==> src/rtl/seq_ctrl.sv <==
// seq_ctrl: multi-cycle FETCH/DECODE/EXECUTE control unit for the 16-bit
// accumulator datapath. It handshakes with a ROM that may insert wait states,
// decodes the opcode held in the instruction register, and issues one cycle of
// datapath strobes in EXECUTE. It also guards the return stack against
// overflow and underflow, supports single-step pausing, and reports sticky
// halt and fault status.
//
// Ports:
//   clk, rst            rising-edge clock, asynchronous active-low reset
//   rom_valid, instr    ROM handshake and opcode field (sampled in FETCH only)
//   alu_zero            ALU zero flag, latched in DECODE for JZ
//   stack_full/empty    return stack status, checked by CALL/RET in EXECUTE
//   step_mode, step     single-step enable and release pulse
//   rom_req             registered fetch request
//   pc_inc .. stack_pop datapath strobes, decoded from state and IR
//   alu_op              instruction register
//   state               current state encoding
//   halted, fault       sticky status flags
//   fault_code          0 none, 1 illegal opcode, 2 stack error, 3 fetch timeout
module seq_ctrl #(
  parameter int OP_WIDTH      = 8,
  parameter int FETCH_TIMEOUT = 15
) (
  input  logic                clk,
  input  logic                rst,
  input  logic                rom_valid,
  input  logic [OP_WIDTH-1:0] instr,
  input  logic                alu_zero,
  input  logic                stack_full,
  input  logic                stack_empty,
  input  logic                step_mode,
  input  logic                step,
  output logic                rom_req,
  output logic                pc_inc,
  output logic                pc_load,
  output logic                jmp_sel,
  output logic                acu_en,
  output logic                rf_en,
  output logic                r_or_w,
  output logic                ldi,
  output logic                stack_push,
  output logic                stack_pop,
  output logic [OP_WIDTH-1:0] alu_op,
  output logic [2:0]          state,
  output logic                halted,
  output logic                fault,
  output logic [1:0]          fault_code
);

  typedef enum logic [2:0] {
    S_FETCH   = 3'd0,
    S_DECODE  = 3'd1,
    S_EXECUTE = 3'd2,
    S_PAUSE   = 3'd3,
    S_HALT    = 3'd4,
    S_FAULT   = 3'd5
  } state_e;

  localparam logic [OP_WIDTH-1:0] OP_NOP    = OP_WIDTH'(8'h00);
  localparam logic [OP_WIDTH-1:0] OP_LDI    = OP_WIDTH'(8'h01);
  localparam logic [OP_WIDTH-1:0] OP_LD     = OP_WIDTH'(8'h02);
  localparam logic [OP_WIDTH-1:0] OP_ST     = OP_WIDTH'(8'h03);
  localparam logic [OP_WIDTH-1:0] OP_ALU_LO = OP_WIDTH'(8'h10);
  localparam logic [OP_WIDTH-1:0] OP_ALU_HI = OP_WIDTH'(8'h1F);
  localparam logic [OP_WIDTH-1:0] OP_JMP    = OP_WIDTH'(8'h20);
  localparam logic [OP_WIDTH-1:0] OP_JZ     = OP_WIDTH'(8'h21);
  localparam logic [OP_WIDTH-1:0] OP_CALL   = OP_WIDTH'(8'h22);
  localparam logic [OP_WIDTH-1:0] OP_RET    = OP_WIDTH'(8'h23);
  localparam logic [OP_WIDTH-1:0] OP_HALT   = {OP_WIDTH{1'b1}};

  // Instruction classes produced by the decoder.
  localparam logic [3:0] C_NOP  = 4'd0;
  localparam logic [3:0] C_LDI  = 4'd1;
  localparam logic [3:0] C_LD   = 4'd2;
  localparam logic [3:0] C_ST   = 4'd3;
  localparam logic [3:0] C_ALU  = 4'd4;
  localparam logic [3:0] C_JMP  = 4'd5;
  localparam logic [3:0] C_JZ   = 4'd6;
  localparam logic [3:0] C_CALL = 4'd7;
  localparam logic [3:0] C_RET  = 4'd8;
  localparam logic [3:0] C_HALT = 4'd9;
  localparam logic [3:0] C_ILL  = 4'd10;

  // Last counter value before the timeout fires: the counter holds the number
  // of FETCH cycles already spent without rom_valid.
  localparam logic [7:0] TO_LAST = 8'(FETCH_TIMEOUT - 1);

  state_e                state_q;
  logic [OP_WIDTH-1:0]   ir_q;
  logic                  zflag_q;
  logic [7:0]            cnt_q;
  logic                  rom_req_q;
  logic                  halted_q;
  logic                  fault_q;
  logic [1:0]            fault_code_q;
  logic [3:0]            op_cls_s;
  logic                  stack_err_s;

  function automatic logic [3:0] classify(input logic [OP_WIDTH-1:0] op);
    logic [3:0] cls;
    if (op == OP_NOP)                              cls = C_NOP;
    else if (op == OP_LDI)                         cls = C_LDI;
    else if (op == OP_LD)                          cls = C_LD;
    else if (op == OP_ST)                          cls = C_ST;
    else if ((op >= OP_ALU_LO) && (op <= OP_ALU_HI)) cls = C_ALU;
    else if (op == OP_JMP)                         cls = C_JMP;
    else if (op == OP_JZ)                          cls = C_JZ;
    else if (op == OP_CALL)                        cls = C_CALL;
    else if (op == OP_RET)                         cls = C_RET;
    else if (op == OP_HALT)                        cls = C_HALT;
    else                                           cls = C_ILL;
    return cls;
  endfunction

  assign op_cls_s    = classify(ir_q);
  // CALL into a full stack or RET from an empty one aborts with no strobes.
  assign stack_err_s = ((op_cls_s == C_CALL) && stack_full) ||
                       ((op_cls_s == C_RET)  && stack_empty);

  // Sequencer: state, instruction register, fetch timeout and status flags.
  always_ff @(posedge clk or negedge rst) begin
    if (!rst) begin
      state_q      <= S_FETCH;
      ir_q         <= '0;
      zflag_q      <= 1'b0;
      cnt_q        <= 8'd0;
      rom_req_q    <= 1'b0;
      halted_q     <= 1'b0;
      fault_q      <= 1'b0;
      fault_code_q <= 2'd0;
    end else begin
      case (state_q)
        S_FETCH: begin
          if (rom_valid) begin
            ir_q      <= instr;
            cnt_q     <= 8'd0;
            rom_req_q <= 1'b0;
            state_q   <= S_DECODE;
          end else if (cnt_q == TO_LAST) begin
            cnt_q        <= 8'd0;
            rom_req_q    <= 1'b0;
            fault_q      <= 1'b1;
            fault_code_q <= 2'd3;
            state_q      <= S_FAULT;
          end else begin
            cnt_q     <= cnt_q + 8'd1;
            rom_req_q <= 1'b1;
          end
        end
        S_DECODE: begin
          if (op_cls_s == C_ILL) begin
            fault_q      <= 1'b1;
            fault_code_q <= 2'd1;
            state_q      <= S_FAULT;
          end else begin
            zflag_q <= alu_zero;
            state_q <= S_EXECUTE;
          end
        end
        S_EXECUTE: begin
          if (op_cls_s == C_HALT) begin
            halted_q <= 1'b1;
            state_q  <= S_HALT;
          end else if (stack_err_s) begin
            fault_q      <= 1'b1;
            fault_code_q <= 2'd2;
            state_q      <= S_FAULT;
          end else if (step_mode) begin
            state_q <= S_PAUSE;
          end else begin
            rom_req_q <= 1'b1;
            state_q   <= S_FETCH;
          end
        end
        S_PAUSE: begin
          // Leaving step mode also releases the pause.
          if (step || !step_mode) begin
            rom_req_q <= 1'b1;
            state_q   <= S_FETCH;
          end else begin
            state_q <= S_PAUSE;
          end
        end
        S_HALT: begin
          state_q <= S_HALT;
        end
        S_FAULT: begin
          state_q <= S_FAULT;
        end
        default: begin
          rom_req_q <= 1'b1;
          state_q   <= S_FETCH;
        end
      endcase
    end
  end

  // Datapath strobes: decoded from IR, driven only during EXECUTE.
  always_comb begin
    pc_inc     = 1'b0;
    pc_load    = 1'b0;
    jmp_sel    = 1'b0;
    acu_en     = 1'b0;
    rf_en      = 1'b0;
    r_or_w     = 1'b0;
    ldi        = 1'b0;
    stack_push = 1'b0;
    stack_pop  = 1'b0;
    if (state_q == S_EXECUTE) begin
      case (op_cls_s)
        C_NOP: pc_inc = 1'b1;
        C_LDI: begin
          ldi    = 1'b1;
          acu_en = 1'b1;
          pc_inc = 1'b1;
        end
        C_LD, C_ALU: begin
          rf_en  = 1'b1;
          acu_en = 1'b1;
          pc_inc = 1'b1;
        end
        C_ST: begin
          rf_en  = 1'b1;
          r_or_w = 1'b1;
          pc_inc = 1'b1;
        end
        C_JMP: pc_load = 1'b1;
        C_JZ: begin
          if (zflag_q) pc_load = 1'b1;
          else         pc_inc  = 1'b1;
        end
        C_CALL: begin
          if (!stack_full) begin
            stack_push = 1'b1;
            pc_load    = 1'b1;
          end else begin
            stack_push = 1'b0;
          end
        end
        C_RET: begin
          if (!stack_empty) begin
            stack_pop = 1'b1;
            pc_load   = 1'b1;
            jmp_sel   = 1'b1;
          end else begin
            stack_pop = 1'b0;
          end
        end
        default: pc_inc = 1'b0;
      endcase
    end else begin
      pc_inc = 1'b0;
    end
  end

  assign rom_req    = rom_req_q;
  assign alu_op     = ir_q;
  assign state      = state_q;
  assign halted     = halted_q;
  assign fault      = fault_q;
  assign fault_code = fault_code_q;

endmodule

==> config.mk <==
export PLATFORM = sky130hd
export DESIGN_NAME = seq_ctrl
export DESIGN_NICKNAME = d
export VERILOG_FILES = /design/src/rtl/seq_ctrl.sv
export SDC_FILE = /design/constraint.sdc
export NUM_CORES = 1
export LEC_CHECK = 0
export CAP_MARGIN = 15
export CORE_ASPECT_RATIO = 0.5
export CORE_MARGIN = 3
export CORE_UTILIZATION = 60
export CTS_CLUSTER_SIZE = 16
export DETAILED_ROUTE_END_ITERATION = 6
export DONT_BUFFER_PORTS = 1
export PLACE_DENSITY_LB_ADDON = 0.15
export SLEW_MARGIN = 30
export SYNTH_ARGS = -nofsm -noshare
export SYNTH_HDL_FRONTEND = slang
export SYNTH_SLANG_ARGS = --single-unit
==> constraint.sdc <==
create_clock -name clk -period 2.2 [get_ports clk]
set_input_delay 0.44 -clock clk [delete_from_list [all_inputs] [get_ports clk]]
set_output_delay 0.44 -clock clk [all_outputs]
set_load 0.01 [all_outputs]
After elaboration in Yosys (flattened, before gate mapping)
Index checks and enable logic that the tools add are counted.
- add/sub/neg operators: 1
- order comparisons: 2
- equal/unequal tests: 33
- mux-type cells: 59
- bitwise logic cells: 2
- reductions and logical operators: 19
- operators by type and width (operator ; number):
    $eq 8x6->1 const B ; 4
    $mux 4 ; 8
    $mux 1 ; 29
    $mux 2 ; 9
    $pmux 3 s6 ; 1
    $eq 4x3->1 const B ; 4
    $eq 8x2->1 const B ; 2
    $mux 8 ; 2
    $ne 2x2->1 const B ; 8
    $mux 3 ; 5
    $eq 4x4->1 const B ; 3
    $reduce_or 3->1 ; 3
    $add 8x1->8 const B ; 1
    $eq 4x2->1 const B ; 2
    $eq 8x1->1 const B ; 1
    $eq 8x4->1 const B ; 1
    $eq 8x8->1 const B ; 1
    $ge 8x5->1 const B ; 1
    $le 8x5->1 const B ; 1
    $logic_not 8->1 ; 1
    $pmux 1 s4 ; 2
    $eq 3x2->1 const B ; 2
    $eq 3x3->1 const B ; 2
    $pmux 2 s3 ; 1
    other kinds (16) ; 22
- bits in registers: 25
- input port bits: 16

Logic depth before layout (Yosys ltp)
Gate-level depths: netlist (run 1).
- depth in word-level cells: 17
- gate-level depth with buffers: 6
- gate-level depth less buffers: 6

Least setup slack after synthesis (run 1)
OpenSTA, ideal clock, no wires.
- kind: register -> output
- from: reg ir_q[2] (netlist: alu_op[2])
- to: out stack_pop
- data arrival time: 1624 ps
- slack: 136 ps
- stages on the path, launching flop included: 6
- buffers on the path: 1
- cells stage by stage: dfrtp_1 -> nor4_4 -> and2_4 -> nand3_4 -> nor3b_1 -> buf_4
- longest elaborated chain between the ends: 14
- elaborated cells between the ends (all ways): 25
- classes of those cells: order compare (2); eq/ne (9); mux (12); reduce/logical (2)
- RTL lines (element ; line ; source):
    start, declared ; 89 ; logic [OP_WIDTH-1:0] ir_q;
    start signal, assigned ; 135 ; ir_q <= instr;
    $eq 8x8->1 ; 110 ; else if (op == OP_HALT) cls = C_HALT;
    $mux 2 ; 110 ;
    $mux 2 ; 109 ; else if (op == OP_RET) cls = C_RET;
    $mux 4 ; 108 ; else if (op == OP_CALL) cls = C_CALL;
    $mux 4 ; 107 ; else if (op == OP_JZ) cls = C_JZ;
    $mux 4 ; 106 ; else if (op == OP_JMP) cls = C_JMP;
    $mux 4 ; 105 ; else if ((op >= OP_ALU_LO) && (op <= OP_ALU_HI)) cls = C_ALU;
    $mux 4 ; 104 ; else if (op == OP_ST) cls = C_ST;
    $mux 4 ; 103 ; else if (op == OP_LD) cls = C_LD;
    $mux 4 ; 102 ; else if (op == OP_LDI) cls = C_LDI;
    $mux 4 * ; 101 ; if (op == OP_NOP) cls = C_NOP;
    $eq 4x4->1 * ; n/a ;
    $mux 1 * (2 in series) ; n/a ;
    end, declared ; 42 ; output logic stack_pop,
Every way passes the cells marked *; elsewhere a longest branch is shown, timed or not.

Final worst setup path (run 1)
- from: reg ir_q[2] (netlist: alu_op[2])
- to: out pc_load
- longest elaborated chain between the ends: 14
- elaborated cells between the ends (all ways): 28
- classes of those cells: order compare (2); eq/ne (12); mux (12); reduce/logical (2)
- RTL lines (element ; line ; source):
    $eq 8x8->1 ; 110 ;
    $mux 2 ; 110 ;
    $mux 2 ; 109 ;
    $mux 4 ; 108 ;
    $mux 4 ; 107 ;
    $mux 4 ; 106 ;
    $mux 4 ; 105 ;
    $mux 4 ; 104 ;
    $mux 4 ; 103 ;
    $mux 4 ; 102 ;
    $mux 4 * ; 101 ;
    $eq 4x4->1 or $eq 4x3->1 (tied branches) ; 210 ; case (op_cls_s)
    $pmux 1 s4 * ; 210 ;
    $mux 1 * ; 209 ; if (state_q == S_EXECUTE) begin
    end, declared ; 35 ; output logic pc_load,
Marks and branches as above.

==> results of run 1 <==
state kept, by name, summed over array words and instances (netlist names):
register    count
zflag_q         1
alu_op          8
rom_req         1
state           3
fault_code      2
cnt_q           8
halted          1
fault           1
where the power goes:
group / switching, W / internal (W)
sequential: 0.00000382 / 0.000462
combinational: 0.0000164 / 0.0000116
clock: 0.000151 / 0.000127
cells in the mapped netlist, types with 2 or more instances:
cell type  count
a211oi_1       2
a21oi_1        4
and2b_2        2
and3_1         2
and3_2         2
buf_2          2
clkbuf_8       3
dfrtp_1       25
ha_1           2
inv_1          2
mux2_2         9
mux2i_1        2
nand2_1       20
nand3_1        4
nand4_1        5
nand4b_1       2
nor2_1        13
nor2b_1        3
nor3_1         3
o21a_1         2
o21ai_0       16
o31ai_1        3
xor2_1         2
cell type report:
cell class | count | area, µm²
multi-input combinational | 126 | 900.9
inverter | 2 | 7.507
sequential | 25 | 633.1
fill | 173 | 605.6
tap | 35 | 43.79
clock inverter | 1 | 5.005
timing repair buffer | 12 | 105.1
clock buffer | 3 | 41.29
metrics by stage:
step	power (W)	utilization	hold WS, ps
final	0.0007718	0.7415	302.7
after global routing	0.0008029	0.7415	293.4
after CTS	0.0007814	0.7206	300.8
after detailed placement	0.0004879	0.6774	145.0
after global placement	0.0004875	0.6774	145.0
after floorplan	0.0004849	-	144.4
critical path, stage by stage (launching register included):
cell      delay (ps)
dfrtp_2          480
nor4_4           350
and2b_2          240
a211oi_2          90
o221ai_1         220
and3_4           230
kinds of logic (layout without fill, tap and decap cells):
logic type / count (synthesis) / after routing / share of synthesized area
xor gates and xnor gates: 2 / 2 / 0.01120
AOI/OAI and AO/OA: 41 / 41 / 0.1824
adders and majority gates: 2 / 2 / 0.01600
buffers and inverters: 8 / 18 / 0.04240
muxes: 12 / 12 / 0.08480
DFF: 25 / 25 / 0.4000
and+or+nand+nor: 69 / 69 / 0.2632
how the worst max path moves through the flow:
| stage | end | slack [ps] | cells past startpoint |
|---|---|---|---|
| floorplan | stack_pop | 140 | 5 |
| global placement | rf_en | 260 | 5 |
| detailed placement | ldi | 200 | 4 |
| CTS | pc_load | -50 | 5 |
| global route | pc_load | -190 | 5 |
| finish | pc_load | -120 | 5 |
repair_timing:
item	4_1_cts	5_1_grt
resized for setup	7	7
setup buffers	2	3
endpoints found under the setup margin	8	9
pin swaps	1	3
endpoints found under the hold margin	25	0
hold buffers	2	0
per-layer routing:
layer  vias up  track usage
li1        608            -
met5         -            0
met2        60       0.3707
met4         0      0.05575
met3         8      0.07296
met1       634       0.2894
==> results.py, run 1 <==
metrics = {
    "run_status": {
        "status": "complete, but fails checks",
        "violations": "setup timing",
    },
    "route": {
        "dr_wl_met2_mm": 1.695,
        "first_iter_violations": 71,
        "wl_mm": 3.697,
        "viasPerCell": 6.422,
        "wl_per_cell_um": 18.12,
        "routed.top_layer": "met4",
        "drt-met1-wl_mm": 1.675,
        "drc": 0,
        "vias": 1310,
        "ant_nets": 0,
        "dr_wl_met3_um": 269,
        "dr.pass1.iters": 4,
    },
    "critical_path": {
        "endpoint_kind": "primary output",
        "cp_data_arrival_time_ps": 1880,
        "critPathLaunchType": "flop",
        "r2r_start": "alu_op[5]$_DFFE_PN0P_",
        "r2r_cells": 7,
        "cp-startpoint": "alu_op[2]$_DFFE_PN0P_",
        "reg2reg_to": "zflag_q$_DFFE_PN0P_",
        "critical_path_required_ps": 1760,
        "crit_type": "reg -> out",
        "crit_path_max_fanout": 5,
        "rrSetupSlack_ps": 160,
    },
    "synth": {
        "async_flop_share": 1.000,
        "synth-edff-count": 0,
        "yosys_warnings": 0,
        "synth_cells": 159,
        "yosys-top-cells-area": "dfrtp_1, mux2_2, o21ai_0",
        "yosys.area.top_type": "dfrtp_1",
        "synth-seq-cells": 25,
        "synth_cell_types": 52,
        "syn_area_per_cell_um2": 9.836,
        "post_synth_instance_area_um2": 1564,
        "synth_top_area_frac": 0.4000,
        "synth-main-ff-cell": "dfrtp_1",
        "syn_nets": 177,
        "synth_seq_area_share": 0.4000,
    },
    "timing": {
        "rsz0062_at_grt": "true",
        "finalSetupViolations": 6,
        "timing.fmax_mhz": 430.1,
        "skew_ps": 9.783,
        "tightest_slew_ps": 425.0,
        "post-route-period-util": 1.057,
        "relSlewSlack": 0.7145,
        "maxSlewViolCount": 0,
        "fin_setup_tns_ps": -448.5,
        "hold_viol_final": 0,
        "setup_ws_ps": -124.9,
        "min_period_ps": 2325,
    },
    "global_route": {
        "grt_pass1_vias": 1205,
        "antenna_found_initial": 0,
        "grt_remaining_overflow": 0,
        "grt_max_degree": 26,
        "grt_pass1_wl_mm": 5.892,
        "grt_use_total": 0.2253,
    },
    "cells_and_area": {
        "finalInstanceArea_um2": 1737,
        "nets": 188,
        "final_cell_mix": "nand2_1, dfrtp_1, o21ai_0",
        "stdcell_count": 204,
        "insertedDiodeCount": 0,
        "post_route_cells_drive_above_1_share": 0.3018,
        "layout_commonest_cell": "nand2_1",
        "area_growth_pct": 11.04,
    },
    "placed_design": {
        "gp_congestion": 0.9090,
        "pre_cts_ws_ps": 202.8,
        "port_buffers": 0,
        "hpwl_mm": 2.597,
        "dp.cells": 193,
        "placed_area_um2": 1587,
    },
    "clock_network": {
        "htree_levels": 1,
        "cts_root_buf": "clkbuf_8",
        "worstSkewPairLatency_ps": 280,
        "clk_pin_slew_worst_paths_ps": 90,
        "numClockSinks": 25,
        "clk_path_buf_depth": 2,
        "cts_made_buffers": 3,
        "cts_tree": "built",
    },
    "floorplanning": {
        "initial_core_util": 0.6677,
        "coreArea_um2": 2342,
        "rows": 12,
        "die_h_um": 42.10,
        "die_x_um": 78.21,
        "io_pins": 41,
        "die-area_um2": 3292,
    },
    "flow_run": {
        "maxCapViolCount": 0,
    },
    "power": {
        "ir_drop_mv": 0.3573,
        "power_density_nw_per_um2": 444.4,
        "p_leak_nw": 0.7256,
    },
    "worst_hold_path": {
        "hp-start": "alu_zero",
        "min_path_type": "in -> reg",
        "min_to": "zflag_q$_DFFE_PN0P_",
        "min_path_cells": 1,
    },
}
Power figures use the tool's default switching activity.
==> run 2: changes to the inputs <==
Settings changed: ABC_AREA set to 0, CORE_ASPECT_RATIO 0.5 to not set, CORE_UTILIZATION 60 to 62.
==> results.py, run 2 (synthesized netlist as in run 1, its figures left out) <==
metrics = {
    "power": {
        "power_frac_clock": 0.309,
        "ir_drop_mv": 0.4631,
        "total_power_w": 0.0007137,
        "seq_power_share": 0.653,
        "intPower_w": 0.0005479,
        "power_density_nw_per_um2": 411.0,
        "p_leak_nw": 0.7272,
        "pwr-share-comb": 0.038,
        "switching_share": 0.2323,
        "p_switching_w": 0.0001658,
    },
    "critical_path": {
        "endpoint_kind": "primary output",
        "critical_path_required_ps": 1760,
        "crit_path_max_fanout": 5,
        "r2r_cells": 8,
        "critPathLaunchType": "flop",
        "cp_data_arrival_time_ps": 1890,
        "crit_type": "reg -> out",
    },
    "timing": {
        "relSlewSlack": 0.7320,
        "min_period_ps": 2329,
        "finalSetupViolations": 8,
        "holdWs_ps": 239.2,
        "rsz0062_at_grt": "true",
        "hold_viol_final": 0,
        "maxSlewViolCount": 0,
        "timing.fmax_mhz": 429.3,
        "post-route-period-util": 1.059,
        "setup_ws_ps": -129.1,
        "skew_ps": 8.588,
        "tightest_slew_ps": 398.9,
        "fin_setup_tns_ps": -544.2,
    },
    "route": {
        "dr.pass1.iters": 4,
        "wl_mm": 3.352,
        "viasPerCell": 6.518,
        "drc": 0,
        "first_iter_violations": 177,
        "vias": 1284,
        "ant_nets": 0,
        "wl_per_cell_um": 17.02,
    },
    "placed_design": {
        "pre_cts_ws_ps": 165.0,
        "port_buffers": 0,
        "hpwl_mm": 2.470,
        "gp_congestion": 0.8214,
    },
    "cells_and_area": {
        "nets": 188,
        "regArea_um2": 633.1,
        "post_route_cells_drive_above_1_share": 0.3136,
        "multi_input_area_um2": 920.9,
        "final_cell_mix": "nand2_1, dfrtp_1, o21ai_0",
        "area_growth_pct": 11.04,
        "fill_cells": 151,
        "insertedDiodeCount": 0,
        "layout_commonest_cell": "nand2_1",
    },
    "flow_run": {
        "maxCapViolCount": 0,
    },
    "clock_network": {
        "worstSkewPairLatency_ps": 320,
        "cts_tree": "built",
        "numClockSinks": 25,
        "cts_root_buf": "clkbuf_4",
        "clk_pin_slew_worst_paths_ps": 150,
        "cts_made_buffers": 3,
        "clk_path_buf_depth": 2,
        "htree_levels": 1,
    },
    "global_route": {
        "grt_pass1_vias": 1203,
        "grt_use_total": 0.2196,
        "grt_pass1_wl_mm": 5.561,
        "grt_max_degree": 26,
        "antenna_found_initial": 0,
        "grt_remaining_overflow": 0,
    },
    "floorplanning": {
        "die_x_um": 56.23,
        "rows": 17,
        "die_h_um": 56.23,
        "coreArea_um2": 2297,
        "initial_core_util": 0.6808,
        "die-area_um2": 3161,
        "io_pins": 41,
    },
    "run_status": {
        "violations": "setup timing",
        "status": "complete, but fails checks",
    },
    "worst_hold_path": {
        "min_path_type": "in -> reg",
        "min_path_cells": 1,
    },
}
==> run 2: what timing repair did <==
item | 4_1_cts | 5_1_grt
endpoints found under the hold margin | 25 | 0
buffers inserted | 3 | 2
resized for setup | 13 | 6
setup endpoints to repair | 8 | 9
hold buffers | 2 | 0
pin swaps | 6 | 4
==> run 2: layout make-up <==
cell class / instances / area share
Timing Repair Buffer: 12 / 0.06268
Sequential cell: 25 / 0.3646
Tap cell: 28 / 0.02017
Clock buffer: 3 / 0.01297
Multi-Input combinational cell: 126 / 0.5303
Inverter: 2 / 0.004323
Clock inverter: 1 / 0.005043
==> run 2: metrics by stage <==
step,area [µm²],utilization,instances
after floorplan,1564,-,159
after global placement,1578,0.6868,186
after detailed placement,1578,0.6868,186
after CTS,1695,0.7380,195
after global routing,1737,0.7560,197
final,1737,0.7560,197
==> run 2: critical path: stages, from the launching register on <==
cell,delay (ps)
dfrtp_2,490
nor4_4,320
and2b_2,230
a211oi_2,90
o221ai_1,210
and3_4,230
==> run 2: routing by layer <==
metal	GRT usage	share of wire	vias up
met4	0.06441	0.0042	0
met5	0	0	-
met2	0.3372	0.49	55
li1	-	-	612
met3	0.03480	0.062	2
met1	0.3195	0.44	615
==> run 2: path summary, 6_finish.rpt <==
| check | to | startpoint | slack, ps |
|---|---|---|---|
| setup / recovery | pc_load | alu_op[2]$_DFFE_PN0P_ | -130 |
| min in group asynchronous | zflag_q$_DFFE_PN0P_ | rst | 520 |
| max in group asynchronous | alu_op[4]$_DFFE_PN0P_ | rst | 1510 |
| setup reg to reg | state[0]$_DFFE_PN0P_ | alu_op[2]$_DFFE_PN0P_ | 160 |
| hold reg to reg | cnt_q[7]$_DFFE_PN0N_ | cnt_q[7]$_DFFE_PN0N_ | 490 |
| hold / removal | zflag_q$_DFFE_PN0P_ | alu_zero | 240 |
==> run 2: power by group through the flow <==
stage / Combinational [W] / Clock, W / Sequential (W)
2_1_floorplan: 0.0000111 / 0 / 0.000474
3_3_place_gp: 0.0000126 / 0 / 0.000475
3_5_place_dp: 0.0000130 / 0 / 0.000475
4_1_cts: 0.0000279 / 0.000229 / 0.000466
5_1_grt: 0.0000308 / 0.000255 / 0.000467
6_report: 0.0000273 / 0.000220 / 0.000466
==> run 3: changes to the inputs <==
Settings changed: CORE_ASPECT_RATIO set to 0.5, CORE_UTILIZATION 62 to 45, MAX_ROUTING_LAYER set to met4.
==> results.py, run 3 (synthesized netlist as in run 1, its figures left out) <==
metrics = {
    "run_status": {
        "status": "complete, but fails checks",
        "violations": "setup timing",
    },
    "global_route": {
        "met3_usage": 0.05842,
        "grt_use_total": 0.1903,
        "grt_use_met2": 0.3338,
        "grt_max_degree": 26,
        "grt_remaining_overflow": 0,
        "grt_pass1_vias": 1209,
        "grt_busiest_layer": "met2",
        "grt_use_met1": 0.2257,
        "grt_pass1_wl_mm": 5.878,
        "antenna_found_initial": 0,
    },
    "timing": {
        "skew_ps": 14.80,
        "holdWs_ps": 286.5,
        "relSlewSlack": 0.7201,
        "post-route-period-util": 1.049,
        "setup_ws_ps": -107.5,
        "rsz0062_at_grt": "true",
        "tightest_slew_ps": 416.6,
        "min_period_ps": 2308,
        "hold_viol_final": 0,
        "maxSlewViolCount": 0,
        "timing.fmax_mhz": 433.4,
        "finalSetupViolations": 6,
    },
    "power": {
        "switching_share": 0.2319,
        "ir_drop_mv": 0.2666,
        "p_switching_w": 0.0001813,
        "power_density_nw_per_um2": 441.6,
        "p_leak_nw": 0.7498,
        "pwr-share-comb": 0.036,
        "seq_power_share": 0.595,
        "power_frac_clock": 0.369,
        "intPower_w": 0.0006006,
    },
    "clock_network": {
        "numClockSinks": 25,
        "clk_path_buf_depth": 2,
        "clk_pin_slew_worst_paths_ps": 100,
        "cts_made_buffers": 3,
        "cts_root_buf": "clkbuf_8",
        "htree_levels": 1,
        "worstSkewPairLatency_ps": 280,
        "cts_tree": "built",
    },
    "placed_design": {
        "gp_congestion": 0.8125,
        "dp.cells": 201,
        "placed_area_um2": 1615,
        "pre_cts_ws_ps": 174.8,
        "port_buffers": 0,
        "hpwl_mm": 2.717,
    },
    "cells_and_area": {
        "nets": 190,
        "finalCoreUtilization": 0.5615,
        "insertedDiodeCount": 0,
        "stdcell_count": 211,
        "post_route_cells_drive_above_1_share": 0.2982,
        "fill_cells": 292,
        "area_growth_pct": 13.20,
        "final_cell_mix": "dfrtp_1, nand2_1, o21ai_0",
        "finalInstanceArea_um2": 1770,
        "layout_commonest_cell": "dfrtp_1",
    },
    "route": {
        "viasPerCell": 6.142,
        "vias": 1296,
        "first_iter_violations": 55,
        "wl_per_cell_um": 17.79,
        "ant_nets": 0,
        "drc": 0,
        "dr.pass1.iters": 4,
        "wl_mm": 3.754,
    },
    "floorplanning": {
        "rows": 14,
        "io_pins": 41,
        "coreArea_um2": 3153,
        "die_x_um": 89.38,
        "die_h_um": 47.69,
        "die-area_um2": 4262,
        "initial_core_util": 0.4960,
    },
    "critical_path": {
        "cp_data_arrival_time_ps": 1870,
        "critPathLaunchType": "flop",
        "crit_path_max_fanout": 5,
        "slowest_delay_ps": 480,
        "worstPathCellList": "nor4_4 -> buf_4 -> and2_4 -> nand3_4 -> nor3b_2 -> buf_4",
        "cp_common_cell": "buf_4",
        "critical_path_required_ps": 1760,
        "crit_type": "reg -> out",
        "cp_slowest_cell": "dfrtp_2",
        "endpoint_kind": "primary output",
    },
    "worst_hold_path": {
        "min_path_type": "in -> reg",
    },
    "flow_run": {
        "maxCapViolCount": 0,
    },
}
## run 3: cell count changes in the layout (fill, tap and decap cells not counted), moves of 2 or more
| cell | before | now |
|---|---|---|
| buf_4 | 9 | 12 |
| clkbuf_4 | 3 | 0 |
| clkbuf_8 | 0 | 3 |
| dfrtp_1 | 19 | 22 |
| dfrtp_2 | 6 | 3 |
| nor3_1 | 1 | 3 |
## run 3: worst paths after layout
kind / start / end / slack (ps) / cells after the start
worst max register to register: alu_op[2]$_DFFE_PN0P_ / zflag_q$_DFFE_PN0P_ / 150 / 8
max in group asynchronous: rst / cnt_q[2]$_DFFE_PN0N_ / 1450 / 2
worst min register to register: cnt_q[7]$_DFFE_PN0N_ / cnt_q[7]$_DFFE_PN0N_ / 500 / 1
min in group asynchronous: rst / alu_op[1]$_DFFE_PN0P_ / 590 / 2
worst min-delay path: alu_zero / zflag_q$_DFFE_PN0P_ / 290 / 1
worst max-delay path: alu_op[2]$_DFFE_PN0P_ / jmp_sel / -110 / 6
## run 3: per-layer routing
layer / share of wire / routed length (µm)
met1: 0.45 / 1673
met2: 0.49 / 1848
met3: 0.054 / 203
met4: 0.0077 / 29
met5: 0 / 0
## run 3: layout make-up
cell class                      instances  area, µm²  share of cell area
Multi-Input combinational cell        126      917.1              0.5180
Sequential cell                        25      629.4              0.3555
Timing Repair Buffer                   14      120.1             0.06784
Tap cell                               40      50.05             0.02827
Clock buffer                            3      41.29             0.02332
Inverter                                2      7.507            0.004240
Clock inverter                          1      5.005            0.002827
## run 3: stage by stage
step | power (W) | TNS (ps)
2_1_floorplan | 0.0004849 | 0
3_3_place_gp | 0.0004875 | 0
3_5_place_dp | 0.0004880 | 0
4_1_cts | 0.0007844 | -419.2
5_1_grt | 0.0008113 | -1176
6_report | 0.0007819 | -383.9
## run 3: power by group through the flow
stage	Clock, W	Sequential (W)	Combinational (W)
floorplan	0	0.000474	0.0000111
global placement	0	0.000475	0.0000129
detailed placement	0	0.000475	0.0000134
CTS	0.000290	0.000465	0.0000288
global route	0.000313	0.000466	0.0000326
finish	0.000289	0.000465	0.0000279
## run 3: repair_timing
item,in CTS,in global routing
setup buffers,3,1
resized for setup,6,8
cloned,0,0
pin swaps,3,5
hold buffers,2,0
endpoints found under the setup margin,7,8
hold endpoints to repair,25,0
## run 3: critical path, delay by kind of cell (launching register included)
| kind | cells | cell delay (ps) |
|---|---|---|
| buffers and inverters | 2 | 330 |
| AND/OR/NAND/NOR | 4 | 770 |
| flip-flops | 1 | 480 |
==> RTL edit 1: new RTL, settings of run 2 <==
Set the parameter `OP_WIDTH` to 6 (it was 8).
--- a/src/rtl/seq_ctrl.sv
+++ b/src/rtl/seq_ctrl.sv
@@ -18,7 +18,7 @@
 //   halted, fault       sticky status flags
 //   fault_code          0 none, 1 illegal opcode, 2 stack error, 3 fetch timeout
 module seq_ctrl #(
-  parameter int OP_WIDTH      = 8,
+  parameter int OP_WIDTH      = 6,
   parameter int FETCH_TIMEOUT = 15
 ) (
   input  logic                clk,
Ports: changed (resized alu_op and instr); port bits go from 41 to 37. No check against the original RTL was run, so the function may have changed too.
==> RTL edit 1 against run 2 <==
- setup slack gained 0.22 ns
- largest cell class unchanged
- critical path depth shrank 1
- register-to-register slack gained 0.26 ns
- synthesized area shrank 5.8%
- first-iteration DRC count shrank 72%
- wire length shrank 0.45%
- final area shrank 8.2%
- sequential cell count shrank 2
- via count shrank 4.7%
- highest routed layer unchanged
Power is not compared: it rests on default switching activity, and its combinational part moved more than twofold at a synthesized area within 25%.
==> RTL edit 1: results (changes against run 2) <==
metric;value;unit;change
sequential cell area;582;um2;-8.1%
Non-clk bufs;14;;+2
fin crit period;2.11;ns;-0.216 ns
Synth Area per Inst;9.56;um2;-2.8%
Synth-to-Final Area Change;8.24;%;
vias;1224;;-4.7%
HPWL Detailed;2.55;mm;+3.3%
Worst Tran Pin Value;0.526;ns;+0.127 ns
DRT Wirelength;3.34;mm;-0.45%
layout cells sized above 1;22.5;%;-8.9 points
footprint of the multi-input gates;832;um2;-9.6%
status;complete, no violations;;
DP Area;1540;um2;-2.6%
WP data arrival;1.67;ns;-0.22 ns
layout filler cell count;174;;+15%
drt wl/cell;17.8;um;+4.3%
#MultiIn Comb;115;;-8.7%
synth top area cells;dfrtp_1, mux2_1, nor2_1;;
largest net degree at the start of global routing;24;;-7.7%
worst slack at placement;0.315;ns;+0.150 ns
FF-to-FF Start;state[0]$_DFFE_PN0P_;;
R2R Path End;rom_req$_DFFE_PN0P_;;
crit-path max cell delay;0.47;ns;-0.02 ns
syn_nets;170;;-4.0%
buffering overhead;6.44;%;+0.17 points
==> RTL edit 1: changes by cell type in the layout (fill, tap and decap cells not counted), sizes merged, moves of 3 or more <==
cell | before | now
nand2 | 20 | 8
xor2 | 2 | 6
nand2b | 0 | 5
buf | 11 | 14
nor3 | 3 | 9
nor2 | 14 | 18
a21oi | 4 | 8
o31ai | 4 | 1
o21ai | 16 | 4
==> RTL edit 1: power groups by stage <==
stage / registers [W] / clock network (W) / logic (W)
finish: 0.000836 / 0.000200 / 0.000810
global route: 0.000870 / 0.000225 / 0.000894
detailed placement: 0.000829 / 0 / 0.000788
global placement: 0.000816 / 0 / 0.000747
floorplan: 0.000727 / 0 / 0.000654
CTS: 0.000825 / 0.000205 / 0.000806
==> RTL edit 1: timing repair <==
action | CTS | global route
buffers inserted | 0 | 0
hold buffers | 1 | 0
gates resized for setup | 3 | 6
setup endpoints to repair | 6 | 4
hold endpoints to repair | 23 | 0
pin swaps | 0 | 0
==> RTL edit 1: cells by family (layout without fill, tap and decap cells) <==
family,Yosys count,count (layout),synth area share (%)
AND/OR/NAND/NOR,64,64,24.1
AO/OA/AOI/OAI,34,34,19.0
flip-flops,23,23,39.1
buffers and inverters,16,22,5.69
multiplexers,9,9,6.80
XOR/XNOR,6,6,3.57
adder cells (fa/ha/maj),2,2,1.70
==> RTL edit 1: metal layers <==
metal  up-vias  share of wire, %  track usage (%)
li1        578                 -                -
met1       586                45             31.7
met2        58                48             39.8
met3         2               6.6             5.45
met4         0              0.42             7.05
met5         -                 0                0
==> RTL edit 1: worst register-to-register path, stage by stage (launching register included) <==
cell,delay [ns]
dfrtp_1,0.43
buf_4,0.20
or3_1,0.45
nor2_1,0.47
nor4_2,0.11
==> RTL edit 2: new RTL, settings of run 2 <==
Made on the original files. Reset style: synchronous (`rst`), changed in one clocked block. Comments in the files are not updated.
--- a/src/rtl/seq_ctrl.sv
+++ b/src/rtl/seq_ctrl.sv
@@ -118,7 +118,7 @@
                        ((op_cls_s == C_RET)  && stack_empty);
 
   // Sequencer: state, instruction register, fetch timeout and status flags.
-  always_ff @(posedge clk or negedge rst) begin
+  always_ff @(posedge clk) begin
     if (!rst) begin
       state_q      <= S_FETCH;
       ir_q         <= '0;
Behaviour: differs if rst is asserted again (counterexample within 4 cycles, from zero or initial values and one cycle with rst low); with rst held inactive, the same outputs for 10 cycles.
==> RTL edit 2 against run 2 <==
- setup slack improved by 0.14 ns
- global-route usage rose by 4.6 points
- wire length up 14%
- critical path type unchanged
- via count is 16% higher
- sequential cell count is the same
- critical endpoint unchanged
- synthesized area decreased by 7.1%
- register-to-register slack gained 0.14 ns
- final area is 4.8% lower
Power is not compared: it rests on default switching activity, and its combinational part moved more than twofold at a synthesized area within 25%.
==> RTL edit 2: results (changes against run 2) <==
metric;value;unit;change
worst hold path type;in -> reg;;
layout cells sized above 1;20.7;%;-11 points
grt met1 use;33.6;%;+1.7 points
Leakage Power;0.612;nW;
Antenna Cells;0;;unchanged
synth warn;0;;unchanged
Worst Reg-to-Reg Cells;5;;-3
slowest CP cell;dfxtp_4;;
syn_nets;207;;+17%
Worst Hold Path EP;alu_op[5]$_SDFFE_PN0P_;;
synth top area cells;dfxtp_1, nand2_1, a21oi_1;;
Iter 0 DRT Violations;55;;-69%
vias;1492;;+16%
CTS Root Cell;clkbuf_4;;
FF-to-FF Start;state[0]$_SDFFE_PN0P_;;
Total Routing Usage GR;26.5;%;+4.6 points
DRT Wirelength;3.82;mm;+14%
DP Area;1540;um2;-2.3%
Synth async-reset ratio;0;%;-100 points
worst slack at placement;0.175;ns;+0.0102 ns
CTS buffer count;3;;unchanged
family with the most delay on the worst path;compound AO/OA/AOI/OAI gates;;
synth cell count leaders;nand2_1, dfxtp_1, a21oi_1;;
first-pass GRT wire length;5.80;mm;+4.3%
main flop type after synthesis;dfxtp_1;;
routability congestion estimate;0.882;;+7.4%
R2R Path End;fault_code[0]$_SDFFE_PN0P_;;
Buffers on Ports;0;;unchanged
status;complete, no violations;;
hold slack;0.231;ns;-0.00813 ns
crit-path max cell delay;0.41;ns;-0.08 ns
largest net degree at the start of global routing;18;;-31%
Clk Latency, worst-skew pair;0.31;ns;
initial antenna violation count;0;;unchanged
VDD IR max;0.630;mV;
CTS clk-pin slew, worst paths;0.14;ns;
fin. max-slew vios;0;;unchanged
Worst Hold Depth;2;;+1
Setup Skew;0.00722;ns;-0.00137 ns
register area share after synthesis;34.5;%;-5.5 points
WP data arrival;1.75;ns;-0.14 ns
Worst R2R Setup Slack;0.30;ns;+0.14 ns
Final #Nets;217;;+15%
HPWL Detailed;2.72;mm;+9.9%
Synth Area per Inst;7.69;um2;-22%
met3 Resource Use GR;4.09;%;+0.61 points
Max clock buf depth;2;;unchanged
synth unique cells;48;;-7.7%
met2 usage;44.6;%;+11 points
# H-tree levels;1;;unchanged
Synth-to-Final Area Change;13.8;%;
Worst Tran Pin Value;0.545;ns;+0.146 ns
Max FO, Critical Path;10;;+5
final std cells w/o fill;225;;+14%
HP Start;instr[5];;
vias in the first global route;1345;;+12%
layout filler cell count;140;;-7.3%
RTL edit 2: logic make-up after synthesis:
logic type                 after synthesis  synth area share [%]
buffers and inverters                   18                  5.25
adders and majority gates                2                  1.72
and+or+nand+nor                         87                  31.6
DFF                                     25                  34.5
muxes                                    3                  2.24
xor gates and xnor gates                 3                  1.81
AOI/OAI and AO/OA                       51                  22.9
RTL edit 2: area by class of cell:
class / count / share of cell area, %
multi-input combinational: 146 / 56.5
sequential: 25 / 31.4
timing repair buffer: 14 / 6.36
inverter: 9 / 2.04
tap: 27 / 2.04
clock buffer: 4 / 1.59
RTL edit 2: routing by layer:
metal	vias up	wire length, um
met5	-	0
met4	0	77
met3	12	305
met2	85	1860
met1	693	1580
li1	702	-
RTL edit 2: what timing repair did:
| item | CTS | global route |
|---|---|---|
| endpoints found under the setup margin | 5 | 7 |
| setup buffers | 0 | 1 |
| resized for setup | 7 | 15 |
| pin swaps | 3 | 3 |
RTL edit 2: worst max-delay path by stage:
stage                                start  endpoint  slack (ns)
CTS                 alu_op[0]$_SDFFE_PN0P_   pc_load      0.0006
floorplan           alu_op[0]$_SDFFE_PN0P_   pc_load        0.22
global placement    alu_op[2]$_SDFFE_PN0P_   pc_load        0.28
finish              alu_op[4]$_SDFFE_PN0P_   pc_load       0.008
detailed placement  alu_op[2]$_SDFFE_PN0P_    acu_en        0.18
global route        alu_op[4]$_SDFFE_PN0P_   pc_load       -0.09
RTL edit 2: report_power, final:
| group | internal [W] | switching (W) | leakage [nW] | total (W) |
|---|---|---|---|---|
| Combinational | 0.000241 | 0.000351 | 0.389 | 0.000593 |
| Clock | 0.0000708 | 0.000133 | 0.0150 | 0.000203 |
| Sequential | 0.000528 | 0.000113 | 0.208 | 0.000641 |
